## config.mk

```make
export PLATFORM = sky130hd
export DESIGN_NAME = mem_wb_pipe_flat
export DESIGN_NICKNAME = d
export VERILOG_FILES = /design/src/rtl/mem_wb_pipe_if.sv /design/src/rtl/mem_wb_pipe.sv /design/src/flat_wrapper.sv
export SDC_FILE = /design/constraint.sdc
export NUM_CORES = 1
export LEC_CHECK = 0
export CORE_AREA = 2 2 174 176
export DETAILED_ROUTE_END_ITERATION = 6
export DIE_AREA = 0 0 176 178
export PLACE_DENSITY = 0.75
export REMOVE_ABC_BUFFERS = 1
export SLEW_MARGIN = 20
export SYNTH_ARGS = -nofsm -noshare
export SYNTH_HDL_FRONTEND = slang
export SYNTH_SLANG_ARGS = --single-unit
```

## constraint.sdc

```tcl
create_clock -name clk -period 4.4 [get_ports clk]
set_input_delay 1.1 -clock clk [delete_from_list [all_inputs] [get_ports clk]]
set_output_delay 1.1 -clock clk [all_outputs]
set_load 0.02 [all_outputs]
```

## src/rtl/mem_wb_pipe_if.sv

```systemverilog
// MEM-to-WB pipeline bundle: MEM-stage results and controls in, registered WB copies out.
// The producer side (MEM stage / bench) uses master; the pipeline register uses slave.
interface mem_wb_pipe_if #(parameter int DW = 32);
   logic          stall;
   logic          flush;
   logic          Mem_Valid;
   logic          Write_Reg_Enable_First;
   logic          Write_Reg_Enable_Second;
   logic [4:0]    Write_Reg_Address_First;
   logic [4:0]    Write_Reg_Address_Second;
   logic [1:0]    Write_HILO_Enable_First;
   logic [63:0]   Write_HILO_Data;
   logic [1:0]    LS_First;
   logic [2:0]    Load_Type_First;
   logic [1:0]    Mem_Addr_Low_First;
   logic [DW-1:0] Aluout_First;
   logic [DW-1:0] Aluout_Second;
   logic          Write_Cp0_Enable_First;
   logic [7:0]    Cp0_write_address_First;
   logic [DW-1:0] Cp0_write_data_First;
   logic [DW-1:0] data_sram_rdata;

   logic          WB_Valid;
   logic          Write_Reg_Enable_First_wb;
   logic          Write_Reg_Enable_Second_wb;
   logic [4:0]    Write_Reg_Address_First_wb;
   logic [4:0]    Write_Reg_Address_Second_wb;
   logic [1:0]    Write_HILO_Enable_First_wb;
   logic [63:0]   Write_HILO_Data_wb;
   logic [1:0]    LS_First_wb;
   logic [DW-1:0] Aluout_First_wb;
   logic [DW-1:0] Aluout_Second_wb;
   logic          Write_Cp0_Enable_First_wb;
   logic [7:0]    Cp0_write_address_First_wb;
   logic [DW-1:0] Cp0_write_data_First_wb;
   logic [DW-1:0] Mem_Result_First;

   modport master (
      output stall, flush, Mem_Valid,
             Write_Reg_Enable_First, Write_Reg_Enable_Second,
             Write_Reg_Address_First, Write_Reg_Address_Second,
             Write_HILO_Enable_First, Write_HILO_Data,
             LS_First, Load_Type_First, Mem_Addr_Low_First,
             Aluout_First, Aluout_Second,
             Write_Cp0_Enable_First, Cp0_write_address_First, Cp0_write_data_First,
             data_sram_rdata,
      input  WB_Valid,
             Write_Reg_Enable_First_wb, Write_Reg_Enable_Second_wb,
             Write_Reg_Address_First_wb, Write_Reg_Address_Second_wb,
             Write_HILO_Enable_First_wb, Write_HILO_Data_wb, LS_First_wb,
             Aluout_First_wb, Aluout_Second_wb,
             Write_Cp0_Enable_First_wb, Cp0_write_address_First_wb, Cp0_write_data_First_wb,
             Mem_Result_First
   );

   modport slave (
      input  stall, flush, Mem_Valid,
             Write_Reg_Enable_First, Write_Reg_Enable_Second,
             Write_Reg_Address_First, Write_Reg_Address_Second,
             Write_HILO_Enable_First, Write_HILO_Data,
             LS_First, Load_Type_First, Mem_Addr_Low_First,
             Aluout_First, Aluout_Second,
             Write_Cp0_Enable_First, Cp0_write_address_First, Cp0_write_data_First,
             data_sram_rdata,
      output WB_Valid,
             Write_Reg_Enable_First_wb, Write_Reg_Enable_Second_wb,
             Write_Reg_Address_First_wb, Write_Reg_Address_Second_wb,
             Write_HILO_Enable_First_wb, Write_HILO_Data_wb, LS_First_wb,
             Aluout_First_wb, Aluout_Second_wb,
             Write_Cp0_Enable_First_wb, Cp0_write_address_First_wb, Cp0_write_data_First_wb,
             Mem_Result_First
   );
endinterface

```

## src/rtl/mem_wb_pipe.sv

```systemverilog
// MEM/WB pipeline register for a dual-issue pipe with stall/flush, plus slot-first
// load-data capture and byte/halfword formatting that stays stable across WB stalls.
module mem_wb_pipe #(
   parameter int DW = 32
) (
   input logic          clk,
   input logic          resetn,
   mem_wb_pipe_if.slave bus
);

   typedef enum logic [2:0] {
      LD_W  = 3'b000,
      LD_B  = 3'b001,
      LD_BU = 3'b010,
      LD_H  = 3'b011,
      LD_HU = 3'b100
   } load_type_e;

   localparam logic [1:0] LS_LOAD = 2'b01;

   logic [2:0]    load_type_wb;
   logic [1:0]    offset_wb;
   logic [DW-1:0] rdata_buf;
   logic          buf_valid;
   logic          first_cycle;

   // NOTE: sequential state uses non-blocking (<=) so every register samples pre-edge values.
   always_ff @(posedge clk or negedge resetn) begin
      if (!resetn) begin
         bus.WB_Valid                    <= 1'b0;
         bus.Write_Reg_Enable_First_wb   <= 1'b0;
         bus.Write_Reg_Enable_Second_wb  <= 1'b0;
         bus.Write_Reg_Address_First_wb  <= '0;
         bus.Write_Reg_Address_Second_wb <= '0;
         bus.Write_HILO_Enable_First_wb  <= '0;
         bus.Write_HILO_Data_wb          <= '0;
         bus.LS_First_wb                 <= '0;
         bus.Aluout_First_wb             <= '0;
         bus.Aluout_Second_wb            <= '0;
         bus.Write_Cp0_Enable_First_wb   <= 1'b0;
         bus.Cp0_write_address_First_wb  <= '0;
         bus.Cp0_write_data_First_wb     <= '0;
         load_type_wb                    <= '0;
         offset_wb                       <= '0;
         rdata_buf                       <= '0;
         buf_valid                       <= 1'b0;
         first_cycle                     <= 1'b0;
      end else if (bus.flush) begin
         // Bubble: only the fields that cause side effects are cleared.
         bus.WB_Valid                   <= 1'b0;
         bus.Write_Reg_Enable_First_wb  <= 1'b0;
         bus.Write_Reg_Enable_Second_wb <= 1'b0;
         bus.Write_HILO_Enable_First_wb <= '0;
         bus.Write_Cp0_Enable_First_wb  <= 1'b0;
         bus.LS_First_wb                <= '0;
         buf_valid                      <= 1'b0;
         first_cycle                    <= 1'b0;
      end else if (bus.stall) begin
         // SRAM data is only valid in the first WB cycle; park it before it moves on.
         if (first_cycle && bus.LS_First_wb == LS_LOAD) begin
            rdata_buf <= bus.data_sram_rdata;
            buf_valid <= 1'b1;
         end
         first_cycle <= 1'b0;
      end else begin
         bus.WB_Valid                    <= bus.Mem_Valid;
         bus.Write_Reg_Enable_First_wb   <= bus.Mem_Valid & bus.Write_Reg_Enable_First;
         bus.Write_Reg_Enable_Second_wb  <= bus.Mem_Valid & bus.Write_Reg_Enable_Second;
         bus.Write_Reg_Address_First_wb  <= bus.Write_Reg_Address_First;
         bus.Write_Reg_Address_Second_wb <= bus.Write_Reg_Address_Second;
         bus.Write_HILO_Enable_First_wb  <= bus.Mem_Valid ? bus.Write_HILO_Enable_First : 2'b00;
         bus.Write_HILO_Data_wb          <= bus.Write_HILO_Data;
         bus.LS_First_wb                 <= bus.Mem_Valid ? bus.LS_First : 2'b00;
         bus.Aluout_First_wb             <= bus.Aluout_First;
         bus.Aluout_Second_wb            <= bus.Aluout_Second;
         bus.Write_Cp0_Enable_First_wb   <= bus.Mem_Valid & bus.Write_Cp0_Enable_First;
         bus.Cp0_write_address_First_wb  <= bus.Cp0_write_address_First;
         bus.Cp0_write_data_First_wb     <= bus.Cp0_write_data_First;
         load_type_wb                    <= bus.Load_Type_First;
         offset_wb                       <= bus.Mem_Addr_Low_First;
         buf_valid                       <= 1'b0;
         first_cycle                     <= bus.Mem_Valid;
      end
   end

   logic [DW-1:0] raw;
   logic [7:0]    byte_sel;
   logic [15:0]   half_sel;
   logic [DW-1:0] result;

   // NOTE: every always_comb output gets a default first so no path can infer a latch.
   always_comb begin
      raw      = buf_valid ? rdata_buf : bus.data_sram_rdata;
      byte_sel = raw[{offset_wb, 3'b000} +: 8];
      half_sel = raw[{offset_wb[1], 4'b0000} +: 16];
      result   = '0;
      if (bus.LS_First_wb == LS_LOAD) begin
         case (load_type_wb)
            LD_B:    result = {{24{byte_sel[7]}}, byte_sel};
            LD_BU:   result = {24'h0, byte_sel};
            LD_H:    result = {{16{half_sel[15]}}, half_sel};
            LD_HU:   result = {16'h0, half_sel};
            default: result = raw;
         endcase
      end
   end

   assign bus.Mem_Result_First = result;

endmodule
```

## src/flat_wrapper.sv

```systemverilog
// flat-port wrapper written by rule: the top's interface ports become plain ports
module mem_wb_pipe_flat 
#(
   parameter int DW = 32
)
  (clk, resetn, bus_stall, bus_flush, bus_Mem_Valid, bus_Write_Reg_Enable_First, bus_Write_Reg_Enable_Second, bus_Write_Reg_Address_First, bus_Write_Reg_Address_Second, bus_Write_HILO_Enable_First, bus_Write_HILO_Data, bus_LS_First, bus_Load_Type_First, bus_Mem_Addr_Low_First, bus_Aluout_First, bus_Aluout_Second, bus_Write_Cp0_Enable_First, bus_Cp0_write_address_First, bus_Cp0_write_data_First, bus_data_sram_rdata, bus_WB_Valid, bus_Write_Reg_Enable_First_wb, bus_Write_Reg_Enable_Second_wb, bus_Write_Reg_Address_First_wb, bus_Write_Reg_Address_Second_wb, bus_Write_HILO_Enable_First_wb, bus_Write_HILO_Data_wb, bus_LS_First_wb, bus_Aluout_First_wb, bus_Aluout_Second_wb, bus_Write_Cp0_Enable_First_wb, bus_Cp0_write_address_First_wb, bus_Cp0_write_data_First_wb, bus_Mem_Result_First);
  mem_wb_pipe_if #(.DW(DW)) bus_i ();
  input logic clk;
  input logic resetn;
  input wire logic [$bits(bus_i.stall)-1:0] bus_stall;
  input wire logic [$bits(bus_i.flush)-1:0] bus_flush;
  input wire logic [$bits(bus_i.Mem_Valid)-1:0] bus_Mem_Valid;
  input wire logic [$bits(bus_i.Write_Reg_Enable_First)-1:0] bus_Write_Reg_Enable_First;
  input wire logic [$bits(bus_i.Write_Reg_Enable_Second)-1:0] bus_Write_Reg_Enable_Second;
  input wire logic [$bits(bus_i.Write_Reg_Address_First)-1:0] bus_Write_Reg_Address_First;
  input wire logic [$bits(bus_i.Write_Reg_Address_Second)-1:0] bus_Write_Reg_Address_Second;
  input wire logic [$bits(bus_i.Write_HILO_Enable_First)-1:0] bus_Write_HILO_Enable_First;
  input wire logic [$bits(bus_i.Write_HILO_Data)-1:0] bus_Write_HILO_Data;
  input wire logic [$bits(bus_i.LS_First)-1:0] bus_LS_First;
  input wire logic [$bits(bus_i.Load_Type_First)-1:0] bus_Load_Type_First;
  input wire logic [$bits(bus_i.Mem_Addr_Low_First)-1:0] bus_Mem_Addr_Low_First;
  input wire logic [$bits(bus_i.Aluout_First)-1:0] bus_Aluout_First;
  input wire logic [$bits(bus_i.Aluout_Second)-1:0] bus_Aluout_Second;
  input wire logic [$bits(bus_i.Write_Cp0_Enable_First)-1:0] bus_Write_Cp0_Enable_First;
  input wire logic [$bits(bus_i.Cp0_write_address_First)-1:0] bus_Cp0_write_address_First;
  input wire logic [$bits(bus_i.Cp0_write_data_First)-1:0] bus_Cp0_write_data_First;
  input wire logic [$bits(bus_i.data_sram_rdata)-1:0] bus_data_sram_rdata;
  output wire logic [$bits(bus_i.WB_Valid)-1:0] bus_WB_Valid;
  output wire logic [$bits(bus_i.Write_Reg_Enable_First_wb)-1:0] bus_Write_Reg_Enable_First_wb;
  output wire logic [$bits(bus_i.Write_Reg_Enable_Second_wb)-1:0] bus_Write_Reg_Enable_Second_wb;
  output wire logic [$bits(bus_i.Write_Reg_Address_First_wb)-1:0] bus_Write_Reg_Address_First_wb;
  output wire logic [$bits(bus_i.Write_Reg_Address_Second_wb)-1:0] bus_Write_Reg_Address_Second_wb;
  output wire logic [$bits(bus_i.Write_HILO_Enable_First_wb)-1:0] bus_Write_HILO_Enable_First_wb;
  output wire logic [$bits(bus_i.Write_HILO_Data_wb)-1:0] bus_Write_HILO_Data_wb;
  output wire logic [$bits(bus_i.LS_First_wb)-1:0] bus_LS_First_wb;
  output wire logic [$bits(bus_i.Aluout_First_wb)-1:0] bus_Aluout_First_wb;
  output wire logic [$bits(bus_i.Aluout_Second_wb)-1:0] bus_Aluout_Second_wb;
  output wire logic [$bits(bus_i.Write_Cp0_Enable_First_wb)-1:0] bus_Write_Cp0_Enable_First_wb;
  output wire logic [$bits(bus_i.Cp0_write_address_First_wb)-1:0] bus_Cp0_write_address_First_wb;
  output wire logic [$bits(bus_i.Cp0_write_data_First_wb)-1:0] bus_Cp0_write_data_First_wb;
  output wire logic [$bits(bus_i.Mem_Result_First)-1:0] bus_Mem_Result_First;
  assign bus_i.stall = bus_stall;
  assign bus_i.flush = bus_flush;
  assign bus_i.Mem_Valid = bus_Mem_Valid;
  assign bus_i.Write_Reg_Enable_First = bus_Write_Reg_Enable_First;
  assign bus_i.Write_Reg_Enable_Second = bus_Write_Reg_Enable_Second;
  assign bus_i.Write_Reg_Address_First = bus_Write_Reg_Address_First;
  assign bus_i.Write_Reg_Address_Second = bus_Write_Reg_Address_Second;
  assign bus_i.Write_HILO_Enable_First = bus_Write_HILO_Enable_First;
  assign bus_i.Write_HILO_Data = bus_Write_HILO_Data;
  assign bus_i.LS_First = bus_LS_First;
  assign bus_i.Load_Type_First = bus_Load_Type_First;
  assign bus_i.Mem_Addr_Low_First = bus_Mem_Addr_Low_First;
  assign bus_i.Aluout_First = bus_Aluout_First;
  assign bus_i.Aluout_Second = bus_Aluout_Second;
  assign bus_i.Write_Cp0_Enable_First = bus_Write_Cp0_Enable_First;
  assign bus_i.Cp0_write_address_First = bus_Cp0_write_address_First;
  assign bus_i.Cp0_write_data_First = bus_Cp0_write_data_First;
  assign bus_i.data_sram_rdata = bus_data_sram_rdata;
  assign bus_WB_Valid = bus_i.WB_Valid;
  assign bus_Write_Reg_Enable_First_wb = bus_i.Write_Reg_Enable_First_wb;
  assign bus_Write_Reg_Enable_Second_wb = bus_i.Write_Reg_Enable_Second_wb;
  assign bus_Write_Reg_Address_First_wb = bus_i.Write_Reg_Address_First_wb;
  assign bus_Write_Reg_Address_Second_wb = bus_i.Write_Reg_Address_Second_wb;
  assign bus_Write_HILO_Enable_First_wb = bus_i.Write_HILO_Enable_First_wb;
  assign bus_Write_HILO_Data_wb = bus_i.Write_HILO_Data_wb;
  assign bus_LS_First_wb = bus_i.LS_First_wb;
  assign bus_Aluout_First_wb = bus_i.Aluout_First_wb;
  assign bus_Aluout_Second_wb = bus_i.Aluout_Second_wb;
  assign bus_Write_Cp0_Enable_First_wb = bus_i.Write_Cp0_Enable_First_wb;
  assign bus_Cp0_write_address_First_wb = bus_i.Cp0_write_address_First_wb;
  assign bus_Cp0_write_data_First_wb = bus_i.Cp0_write_data_First_wb;
  assign bus_Mem_Result_First = bus_i.Mem_Result_First;
  mem_wb_pipe #(.DW(DW)) u_core (.clk(clk), .resetn(resetn), .bus(bus_i));
endmodule
```

Word level (Yosys, flattened, before mapping)
Index checks and enable logic that the tools add are counted.
{"block": "totals", "register_bits": 225, "inputBits": 227, "wordCells": 57}
{"block": "classes", "eq_ne": 7, "n_shift": 2, "n_mux": 22, "n_bitwise": 5, "reduce_logical": 3}
{"cell": "$pmux W32 S4", "n": 1}
{"cell": "$mux W32", "n": 2}
{"cell": "$shiftx A32 B6 Y16", "n": 1}
{"cell": "$shiftx A32 B6 Y8", "n": 1}
{"cell": "$mux W1", "n": 13}
{"cell": "$mux W2", "n": 6}
{"cell": "$eq A3 B2 Y1 const B", "n": 2}
{"cell": "$and A1 B1 Y1", "n": 3}
{"cell": "$eq A3 B1 Y1 const B", "n": 1}
{"cell": "$eq A3 B3 Y1 const B", "n": 1}
{"cell": "$ne A3 B1 Y1 const B", "n": 1}
{"cell": "$reduce_and A3 Y1", "n": 1}
{"cell": "$eq A2 B1 Y1 const B", "n": 1}
{"cell": "$ne A2 B1 Y1 const B", "n": 1}
{"cell": "$not A1 Y1", "n": 2}
{"cell": "$reduce_and A2 Y1", "n": 1}
{"cell": "$logic_and A1 B1 Y1", "n": 1}

Longest topological paths before layout
Gate-level depths: netlist of run 1.
{"block": "logic_depth", "word_depth": 5, "depth_mapped": 8, "mapped_depth_nobuf": 5}

Worst setup path before layout of run 1
No wires, ideal clock.
{"block": "synth_path", "kind": "input -> output", "startpoint": "input port bus_data_sram_rdata[31]", "endpoint": "output port bus_Mem_Result_First[14]", "arrival_ps": 2358, "t_required_ps": 3300, "path_slack_ps": 942, "path_stages": 5, "n_path_buf": 0, "path_cell_list": "mux4_2 > nor2_2 > a311oi_2 > o31ai_2 > a211oi_1"}
{"block": "synth_via", "elab_chain_len": 4}
{"element": "start, declared", "line": "flat_wrapper.sv:27", "rtl": "input wire logic [$bits(bus_i.data_sram_rdata)-1:0] bus_data_sram_rdata;"}
{"element": "$mux W32", "line": "mem_wb_pipe.sv:93", "rtl": "raw = buf_valid ? rdata_buf : bus.data_sram_rdata;"}
{"element": "$shiftx A32 B6 Y8", "line": "mem_wb_pipe.sv:94", "rtl": "byte_sel = raw[{offset_wb, 3'b000} +: 8];"}
{"element": "$pmux W32 S4", "line": "mem_wb_pipe.sv:98", "rtl": "case (load_type_wb)"}
{"element": "$mux W32", "line": "mem_wb_pipe.sv:97", "rtl": "if (bus.LS_First_wb == LS_LOAD) begin"}
{"element": "end, declared", "line": "flat_wrapper.sv:41", "rtl": "output wire logic [$bits(bus_i.Mem_Result_First)-1:0] bus_Mem_Result_First;"}
Every way passes these cells.

Final worst setup path of run 1
{"block": "layout_path", "startpoint": "input port bus_data_sram_rdata[31]", "endpoint": "output port bus_Mem_Result_First[12]"}
Same word-level chain as after synthesis.

==> flow_summary.ini, run 1 <==
[status]
status = completed

[floorplan]
io_pins = 445
die_h_um = 178
die_x_um = 176
dieArea_um2 = 31300
row_count = 63
core_area_um2 = 29400
initial_core_util = 0.332

[cells_and_area]
seqCellArea_um2 = 5630
syn_to_final_growth_pct = 59.8
fin_area_um2 = 15600
fill_cells = 2442
layout.nets = 1344
drive_above_1_share = 0.276
multi_input_area_um2 = 3960
post-route-util = 0.531
diodes = 0
stdcell_count = 1525

[logic_synthesis]
netlist_area_um2 = 9770
yosysMostFrequentCell = dfrtp_1
synth.top_cells.by_area = dfrtp_1, mux2_2, mux4_2, mux2i_1, buf_2
synth_area_leader_cell = dfrtp_1
synth_seq_cells = 225
yosysSeqAreaShare = 0.576
yosys_warnings = 0
synth.top_cell.area_share = 0.576
syn_inst = 665
synthTopCellsByCount = dfrtp_1, mux2_2, buf_2
async_flop_share = 1.00
avgSynthCellArea_um2 = 14.7
synth-edff-count = 0
yosys_most_used_dff = dfrtp_1
synthDistinctLibCells = 43

[timing]
rsz0062_at_grt = yes
setup_viol = 0
hold_viol = 0
worstMarginPinSlew_ns = 0.808
drv_slew = 0
period_share = 0.993
clock_skew_ns = 0.00957
setup_ws_ns = 0.0317
period_minus_slack_ns = 4.37
maxSlewHeadroom = 0.460
fmax_ghz = 0.229

[clock_tree]
clkLatencyLatePin_ns = 0.53
cts-hold-fix-buffers = 0
post-cts-setup-buffers = 0
root_buffer = clkbuf_16
tritoncts = done
cts-htree-levels = 1
cts_buffers = 27
clockBufferDepth = 3
cts.sinks = 225
clk_pin_slew_worst_paths_ns = 0.06

[worst_setup_path]
worstPathMaxFanout = 3
end_kind = primary output
critPathRequiredTime_ns = 3.30
worst_setup_path_start_kind = input port
cp.arrival_ns = 3.27
crit_type = input port to primary output

[placement]
dp_slack_ns = -0.164
place_congestion = 0.882
dp_hpwl_um = 22500
numPortBuffers = 444
place_inst = 1477
place_area_um2 = 14700

[global_routing]
gr-total-overflow = 0
track_usage = 0.187
grt_pass1_wl_um = 45700
grt_max_degree = 132
grt_pass1_vias = 7983
grt_antenna_before_repair = 2

[pwr]
p_leak_nw = 6.48
finalPower_mw = 6.33
max-vdd-ir-drop_v = 0.000368
powerDensity_nw_per_um2 = 405

[detailed_routing]
wirelength_um = 30200
post_drt_wl_per_cell_um = 19.8
first_pass_iters = 5
drc_errors = 0
vias_per_cell = 4.90
dr_total_vias = 7478
drt.antenna.violating_nets = 0
drtIter0Drc = 406

[run]
maxCapViolations = 0

[worst_hold_path]
holdCritPathClass = input port to asynchronous set/reset pin
logic make-up (layout without fill, tap and decap cells):
group | Yosys count | after routing | synth area share
AO/OA/AOI/OAI | 70 | 70 | 0.0488
adder cells (fa/ha/maj) | 4 | 4 | 0.00410
flip-flops | 225 | 225 | 0.576
XOR/XNOR | 2 | 2 | 0.00179
multiplexers | 263 | 263 | 0.319
buffers and inverters | 47 | 516 | 0.0241
AND/OR/NAND/NOR | 54 | 55 | 0.0259
worst max-delay path: stages:
cell and delay [ns]:
clkdlybuf4s50_1 0.45, mux4_2 0.52, nor2_2 0.17, a311oi_4 0.07, o31ai_2 0.32, a211oi_1 0.09, clkdlybuf4s50_1 0.55
worst paths after layout:
path                                                                     from                                                 end  slack [ns]  cells after the start
worst max-delay path                                  bus_data_sram_rdata[31]                            bus_Mem_Result_First[12]        0.03                      7
worst min-delay path                                                   resetn                    u_core.rdata_buf[26]$_DFFE_PN0P_        0.48                      1
worst max register to register          u_core.bus.LS_First_wb[0]$_DFFE_PN0N_                     u_core.rdata_buf[8]$_DFFE_PN0P_        2.47                      4
worst min register to register  u_core.bus.Write_HILO_Data_wb[19]$_DFFE_PN0P_       u_core.bus.Write_HILO_Data_wb[19]$_DFFE_PN0P_        0.50                      1
max in group asynchronous                                              resetn  u_core.bus.Cp0_write_data_First_wb[15]$_DFFE_PN0P_        2.83                      2
min in group clk                u_core.bus.Write_HILO_Data_wb[19]$_DFFE_PN0P_       u_core.bus.Write_HILO_Data_wb[19]$_DFFE_PN0P_        0.50                      1
per-layer routing:
layer | global-route usage | vias up | wire (um)
li1 | - | 3351 | -
met1 | 0.218 | 3691 | 11400
met2 | 0.323 | 361 | 15000
met3 | 0.0629 | 71 | 2810
met4 | 0.0644 | 4 | 1010
met5 | 0 | - | 24
final cells by class:
| cell class | count | share of cell area |
|---|---|---|
| flip-flops and latches | 225 | 0.361 |
| repair buffers | 465 | 0.300 |
| multi-input cells | 394 | 0.254 |
| clock buffers | 36 | 0.0480 |
| well taps | 390 | 0.0312 |
| clock inverters | 11 | 0.00545 |
| inverters | 4 | 0.000961 |
through the flow:
step | hold WS, ns | setup TNS (ns)
after detailed placement | 0.495 | -2.71
after global routing | 0.490 | -0.0255
final | 0.476 | 0
after CTS | 0.475 | 0
after floorplan | 0.470 | -994.65
after global placement | 0.489 | -1.23
repair_timing:
item	CTS	global route
resized for setup	21	8
gates cloned	1	0
pin swaps	1	0
setup endpoints to repair	24	12
power by group:
group	internal, mW	switching [mW]	leakage [nW]
Combinational	0.917	0.791	3.34
Sequential	2.34	0.167	2.72
Clock	1.24	0.872	0.413
state kept, by name, summed over array words and instances, names as in the netlist, 2 cells and up:
| name | flops |
|---|---|
| u_core.rdata_buf | 32 |
| u_core.bus.Aluout_Second_wb | 32 |
| u_core.load_type_wb | 3 |
| u_core.bus.Aluout_First_wb | 32 |
| u_core.bus.Write_HILO_Data_wb | 64 |
| u_core.bus.Cp0_write_address_First_wb | 8 |
| u_core.offset_wb | 2 |
| u_core.bus.Write_HILO_Enable_First_wb | 2 |
| u_core.bus.Write_Reg_Address_Second_wb | 5 |
| u_core.bus.Cp0_write_data_First_wb | 32 |
| u_core.bus.Write_Reg_Address_First_wb | 5 |
| u_core.bus.LS_First_wb | 2 |
cell usage in the layout, fill, tap and decap left out, types with 3 or more instances in the layout:
master and count:
clkbuf_1 5, mux4_2 14, a22o_1 5, inv_1 3, dlymetal6s2s_1 6, a22oi_1 5, a222oi_1 5, nor2b_1 4
o21ai_0 3, clkbuf_8 4, clkdlybuf4s50_1 420, mux2i_1 22, dlygate4sd2_1 17, dfrtp_1 224, o22ai_1 8, nand2_1 18
a21oi_1 28, clkbuf_16 27, maj3_1 4, nand2b_1 5, mux2_2 224, buf_12 7, nor2_1 17, buf_4 14
a211oi_1 3, clkinv_2 8
No activity file was read; power rests on OpenSTA's default activity.
==> run 2: changes to the inputs <==
--- a/config.mk
+++ b/config.mk
@@ -9,7 +9,6 @@
 export DETAILED_ROUTE_END_ITERATION = 6
 export DIE_AREA = 0 0 176 178
 export PLACE_DENSITY = 0.75
-export REMOVE_ABC_BUFFERS = 1
 export SLEW_MARGIN = 20
 export SYNTH_ARGS = -nofsm -noshare
 export SYNTH_HDL_FRONTEND = slang
==> constraint.sdc (replaced) <==
create_clock -name clk -period 4.2 [get_ports clk]
set_input_delay 1.05 -clock clk [delete_from_list [all_inputs] [get_ports clk]]
set_output_delay 1.05 -clock clk [all_outputs]
set_load 0.02 [all_outputs]
==> flow_summary.ini, run 2 (same netlist as run 1, synthesis figures left out) <==
[timing]
setup_ws_ns = 0.0836
setup_viol = 0
maxSlewHeadroom = 0.483
worstMarginPinSlew_ns = 0.776
timing.hold.ws_ns = 0.502
clock_skew_ns = 0.00545
fmax_ghz = 0.243
period_share = 0.980
period_minus_slack_ns = 4.12
hold_viol = 0
rsz0062_at_grt = no
drv_slew = 0
tns_ns = 0

[detailed_routing]
wirelength_um = 29800
drtIter0Drc = 391
post_drt_wl_per_cell_um = 19.6
first_pass_iters = 4
dr_total_vias = 7317
drt.antenna.violating_nets = 0
drc_errors = 0
vias_per_cell = 4.81

[worst_hold_path]
min_path_cells = 1
worstHoldEndpoint = u_core.bus.Write_HILO_Data_wb[61]$_DFFE_PN0P_
holdCritPathClass = register to register
hp-start = u_core.bus.Write_HILO_Data_wb[61]$_DFFE_PN0P_

[worst_setup_path]
rrSetupSlack_ns = 2.29
crit_type = input port to primary output
end_kind = primary output
worstPathMaxFanout = 3
cp.arrival_ns = 3.07
worst_setup_path_start_kind = input port
ff2ff_path_depth = 4
critPathRequiredTime_ns = 3.15
timing.rr.end = u_core.rdata_buf[27]$_DFFE_PN0P_
timing.rr.start = u_core.bus.LS_First_wb[1]$_DFFE_PN0N_

[clock_tree]
post-cts-setup-buffers = 0
root_buffer = clkbuf_16
clkLatencyLatePin_ns = 0.52
clockBufferDepth = 3
cts_buffers = 26
clk_pin_slew_worst_paths_ns = 0.06
cts-htree-levels = 1
cts-hold-fix-buffers = 0
cts.sinks = 225
tritoncts = done

[floorplan]
initial_core_util = 0.332
die_x_um = 176
dieArea_um2 = 31300
row_count = 63
core_area_um2 = 29400
die_h_um = 178
io_pins = 445

[global_routing]
grt_max_degree = 106
gr-total-overflow = 0
grt_pass1_vias = 7714
grt_antenna_before_repair = 0
track_usage = 0.183
grt_pass1_wl_um = 44700

[pwr]
p_leak_nw = 6.41
powerDensity_nw_per_um2 = 424
max-vdd-ir-drop_v = 0.000429

[placement]
dp_hpwl_um = 22200
dp_slack_ns = -0.223
place_inst = 1474
numPortBuffers = 444
place_congestion = 0.900

[cells_and_area]
regMostFlops = u_core.bus.Write_HILO_Data_wb
layout_common_cells = clkdlybuf4s50_1, mux2_2, dfrtp_1
drive_above_1_share = 0.278
syn_to_final_growth_pct = 59.1
fill_cells = 2527
stdcell_count = 1521
post-route-util = 0.529
layout.nets = 1339
largest_reg_flops = 64
mostFrequentLayoutCell = clkdlybuf4s50_1

[status]
status = completed

[run]
maxCapViolations = 0

[logic_synthesis]
syn_nets = 892
==> run 2: routing by layer <==
metal,up-vias,GRT usage,share of wire
met3,36,0.0582,0.096
li1,3340,-,-
met1,3612,0.223,0.38
met4,0,0.0455,0.021
met5,-,0,0
met2,329,0.314,0.50
==> run 2: stage by stage <==
step / area, um2 / power, mW
6_report: 15500 / 6.59
5_1_grt: 15500 / 6.90
4_1_cts: 15500 / 6.68
2_1_floorplan: 9770 / 3.45
3_5_place_dp: 14700 / 4.45
3_3_place_gp: 14700 / 4.42
==> run 2: worst max-delay path, stage by stage <==
cell and delay, ns:
clkdlybuf4s50_1 0.46, mux4_1 0.56, mux2_2 0.29, nand2_1 0.06, a21oi_1 0.06, clkdlybuf4s50_1 0.58
==> run 2: power by group <==
part	total [mW]	internal, mW	switching [mW]
logic	1.77	0.957	0.817
registers	2.63	2.45	0.179
clock network	2.19	1.31	0.879
==> run 2: worst max path at each step <==
stage          depth (start not counted)  slack [ns]                        to               startpoint
6_report                               6        0.08   bus_Mem_Result_First[5]  bus_data_sram_rdata[29]
5_1_grt                                8      0.0008  bus_Mem_Result_First[13]   bus_data_sram_rdata[7]
4_1_cts                                8      0.0005  bus_Mem_Result_First[23]  bus_data_sram_rdata[23]
3_5_place_dp                           8       -0.22  bus_Mem_Result_First[14]   bus_data_sram_rdata[7]
3_3_place_gp                           8       -0.16  bus_Mem_Result_First[15]   bus_data_sram_rdata[7]
2_1_floorplan                          5        0.84  bus_Mem_Result_First[14]  bus_data_sram_rdata[31]
==> run 2: final cells by class <==
class | instances | area (um2) | area share
flip-flops and latches | 225 | 5630 | 0.362
clock inverters | 5 | 28.8 | 0.00185
multi-input cells | 393 | 3950 | 0.254
diodes | 1 | 2.50 | 0.000161
well taps | 390 | 488 | 0.0314
inverters | 4 | 18.8 | 0.00121
clock buffers | 41 | 808 | 0.0520
repair buffers | 462 | 4620 | 0.297
==> run 2: repair_timing <==
action | in CTS | in global routing
setup endpoints to repair | 22 | 26
gates resized for setup | 24 | 24
endpoints found under the hold margin | 0 | 0
pin swaps | 0 | 1
==> run 3: changes to the inputs <==
--- a/config.mk
+++ b/config.mk
@@ -5,9 +5,10 @@
 export SDC_FILE = /design/constraint.sdc
 export NUM_CORES = 1
 export LEC_CHECK = 0
-export CORE_AREA = 2 2 174 176
+export CORE_AREA = 2 2 175 177
+export CTS_CLUSTER_SIZE = 40
 export DETAILED_ROUTE_END_ITERATION = 6
-export DIE_AREA = 0 0 176 178
+export DIE_AREA = 0 0 177 179
 export PLACE_DENSITY = 0.75
 export SLEW_MARGIN = 20
 export SYNTH_ARGS = -nofsm -noshare
==> flow_summary.ini, run 3 (same netlist as run 1, synthesis figures left out) <==
[clock_tree]
clk_pin_slew_worst_paths_ns = 0.06
cts-htree-levels = 1
cts-hold-fix-buffers = 0
tritoncts = done
cts.sinks = 225
clockBufferDepth = 3
cts_buffers = 25
root_buffer = clkbuf_16
clkLatencyLatePin_ns = 0.53
post-cts-setup-buffers = 0

[cells_and_area]
regMostFlops = u_core.bus.Write_HILO_Data_wb
fin_area_um2 = 15600
seqCellArea_um2 = 5630
post-route-util = 0.519
layout.nets = 1340
fill_cells = 2574
syn_to_final_growth_pct = 59.4
largest_reg_flops = 64
mostFrequentLayoutCell = clkdlybuf4s50_1
multi_input_area_um2 = 3930
layout_common_cells = clkdlybuf4s50_1, mux2_2, dfrtp_1
drive_above_1_share = 0.275
stdcell_count = 1527

[global_routing]
track_usage = 0.175
grt_max_degree = 95
grt_antenna_before_repair = 1
gr-total-overflow = 0
grt_pass1_vias = 7670
grt_pass1_wl_um = 43700

[detailed_routing]
dr_total_vias = 7354
post_drt_wl_per_cell_um = 19.4
wirelength_um = 29600
drtIter0Drc = 438
vias_per_cell = 4.82
drt.antenna.violating_nets = 0
first_pass_iters = 5
drc_errors = 0

[floorplan]
io_pins = 445
row_count = 64
die_h_um = 179
initial_core_util = 0.325
die_x_um = 177
dieArea_um2 = 31700
core_area_um2 = 30000

[timing]
setup_ws_ns = 0.0499
fmax_ghz = 0.241
setup_viol = 0
drv_slew = 0
worstMarginPinSlew_ns = 0.754
hold_viol = 0
clock_skew_ns = 0.0149
period_share = 0.988
maxSlewHeadroom = 0.498
period_minus_slack_ns = 4.15
tns_ns = 0

[pwr]
combPwrFrac = 0.269
internal_power_mw = 4.70
max-vdd-ir-drop_v = 0.000384
p_leak_nw = 6.58
pwr-share-clk = 0.332
powerDensity_nw_per_um2 = 423
power_frac_seq = 0.399
p_sw_mw = 1.88
sw_frac_of_total = 0.286

[placement]
place_inst = 1482
dp_hpwl_um = 22100
numPortBuffers = 444
place_area_um2 = 14700
place_congestion = 0.906
dp_slack_ns = -0.169

[logic_synthesis]
syn_nets = 892

[worst_hold_path]
hp-start = u_core.bus.Cp0_write_data_First_wb[26]$_DFFE_PN0P_
holdCritPathClass = register to register

[worst_setup_path]
path_common_cell = clkdlybuf4s50_1
end_kind = primary output
rrSetupSlack_ns = 2.24
critPathRequiredTime_ns = 3.15
cpMaxStageDelayCell = clkdlybuf4s50_1
worstPathMaxFanout = 3
ff2ff_path_depth = 4
crit_path_start = bus_data_sram_rdata[29]
cp.arrival_ns = 3.10
timing.rr.start = u_core.bus.LS_First_wb[1]$_DFFE_PN0N_
timing.rr.end = u_core.rdata_buf[2]$_DFFE_PN0P_
worst_setup_path_start_kind = input port
cp_cell_sequence = clkdlybuf4s50_1 -> mux4_1 -> mux2_2 -> nand2_1 -> a21oi_1 -> clkdlybuf4s50_1
crit_type = input port to primary output
slowest_delay_ns = 0.57
crit_end = bus_Mem_Result_First[5]

[status]
status = completed

[run]
maxCapViolations = 0
[run 3: changes by cell type in the layout (fill, tap and decap cells not counted), sizes merged]
cell           change
buf                +3
diode              +1
inv                +1
dlymetal6s2s      +12
clkdlybuf4s15      -4
clkinv             +1
dlygate4sd1        -1
dlygate4sd2        -5
clkbuf            -10
bufinv             +2
[run 3: worst min path at each step]
stage,to,cells after the start,slack (ns)
after global routing,u_core.bus.Cp0_write_data_First_wb[24]$_DFFE_PN0P_,1,0.51
after floorplan,u_core.rdata_buf[6]$_DFFE_PN0P_,1,0.47
after CTS,u_core.bus.Cp0_write_data_First_wb[24]$_DFFE_PN0P_,1,0.51
after global placement,u_core.bus.Cp0_write_address_First_wb[1]$_DFFE_PN0P_,1,0.49
final,u_core.bus.Cp0_write_data_First_wb[26]$_DFFE_PN0P_,1,0.50
after detailed placement,u_core.bus.Aluout_First_wb[2]$_DFFE_PN0P_,1,0.49
[run 3: layout make-up]
type,count,share of cell area
diodes,2,0.000321
repair buffers,464,0.301
well taps,396,0.0318
clock inverters,9,0.00707
clock buffers,34,0.0449
inverters,4,0.00120
multi-input cells,393,0.252
flip-flops and latches,225,0.362
[run 3: routing by layer]
metal,vias to the layer above,wire length (um),GRT usage
li1,3338,-,-
met1,3663,11300,0.209
met2,312,14900,0.301
met3,41,2780,0.0634
met4,0,687,0.0424
met5,-,0,0
[run 3: stage by stage]
| step | hold slack, ns | power [mW] |
|---|---|---|
| 4_1_cts | 0.508 | 6.68 |
| 3_3_place_gp | 0.488 | 4.41 |
| 2_1_floorplan | 0.470 | 3.45 |
| 6_report | 0.502 | 6.58 |
| 5_1_grt | 0.511 | 6.86 |
| 3_5_place_dp | 0.494 | 4.44 |
[run 3: what timing repair did]
item | CTS | global route
endpoints found under the setup margin | 11 | 28
cloned | 0 | 0
resized for setup | 11 | 19
[run 3: critical path: cells and delay by family]
family / cells / cell delay [ns]
buf+inv: 2 / 1.03
mux: 2 / 0.85
compound gates: 1 / 0.09
simple gates: 1 / 0.07
[run 3: power by group through the flow]
stage               logic [mW]  clock network, mW  registers [mW]
CTS                       1.79               2.26            2.63
global route              1.87               2.33            2.66
floorplan                0.501                  0            2.95
global placement          1.77                  0            2.64
detailed placement        1.78                  0            2.66
finish                    1.77               2.18            2.63
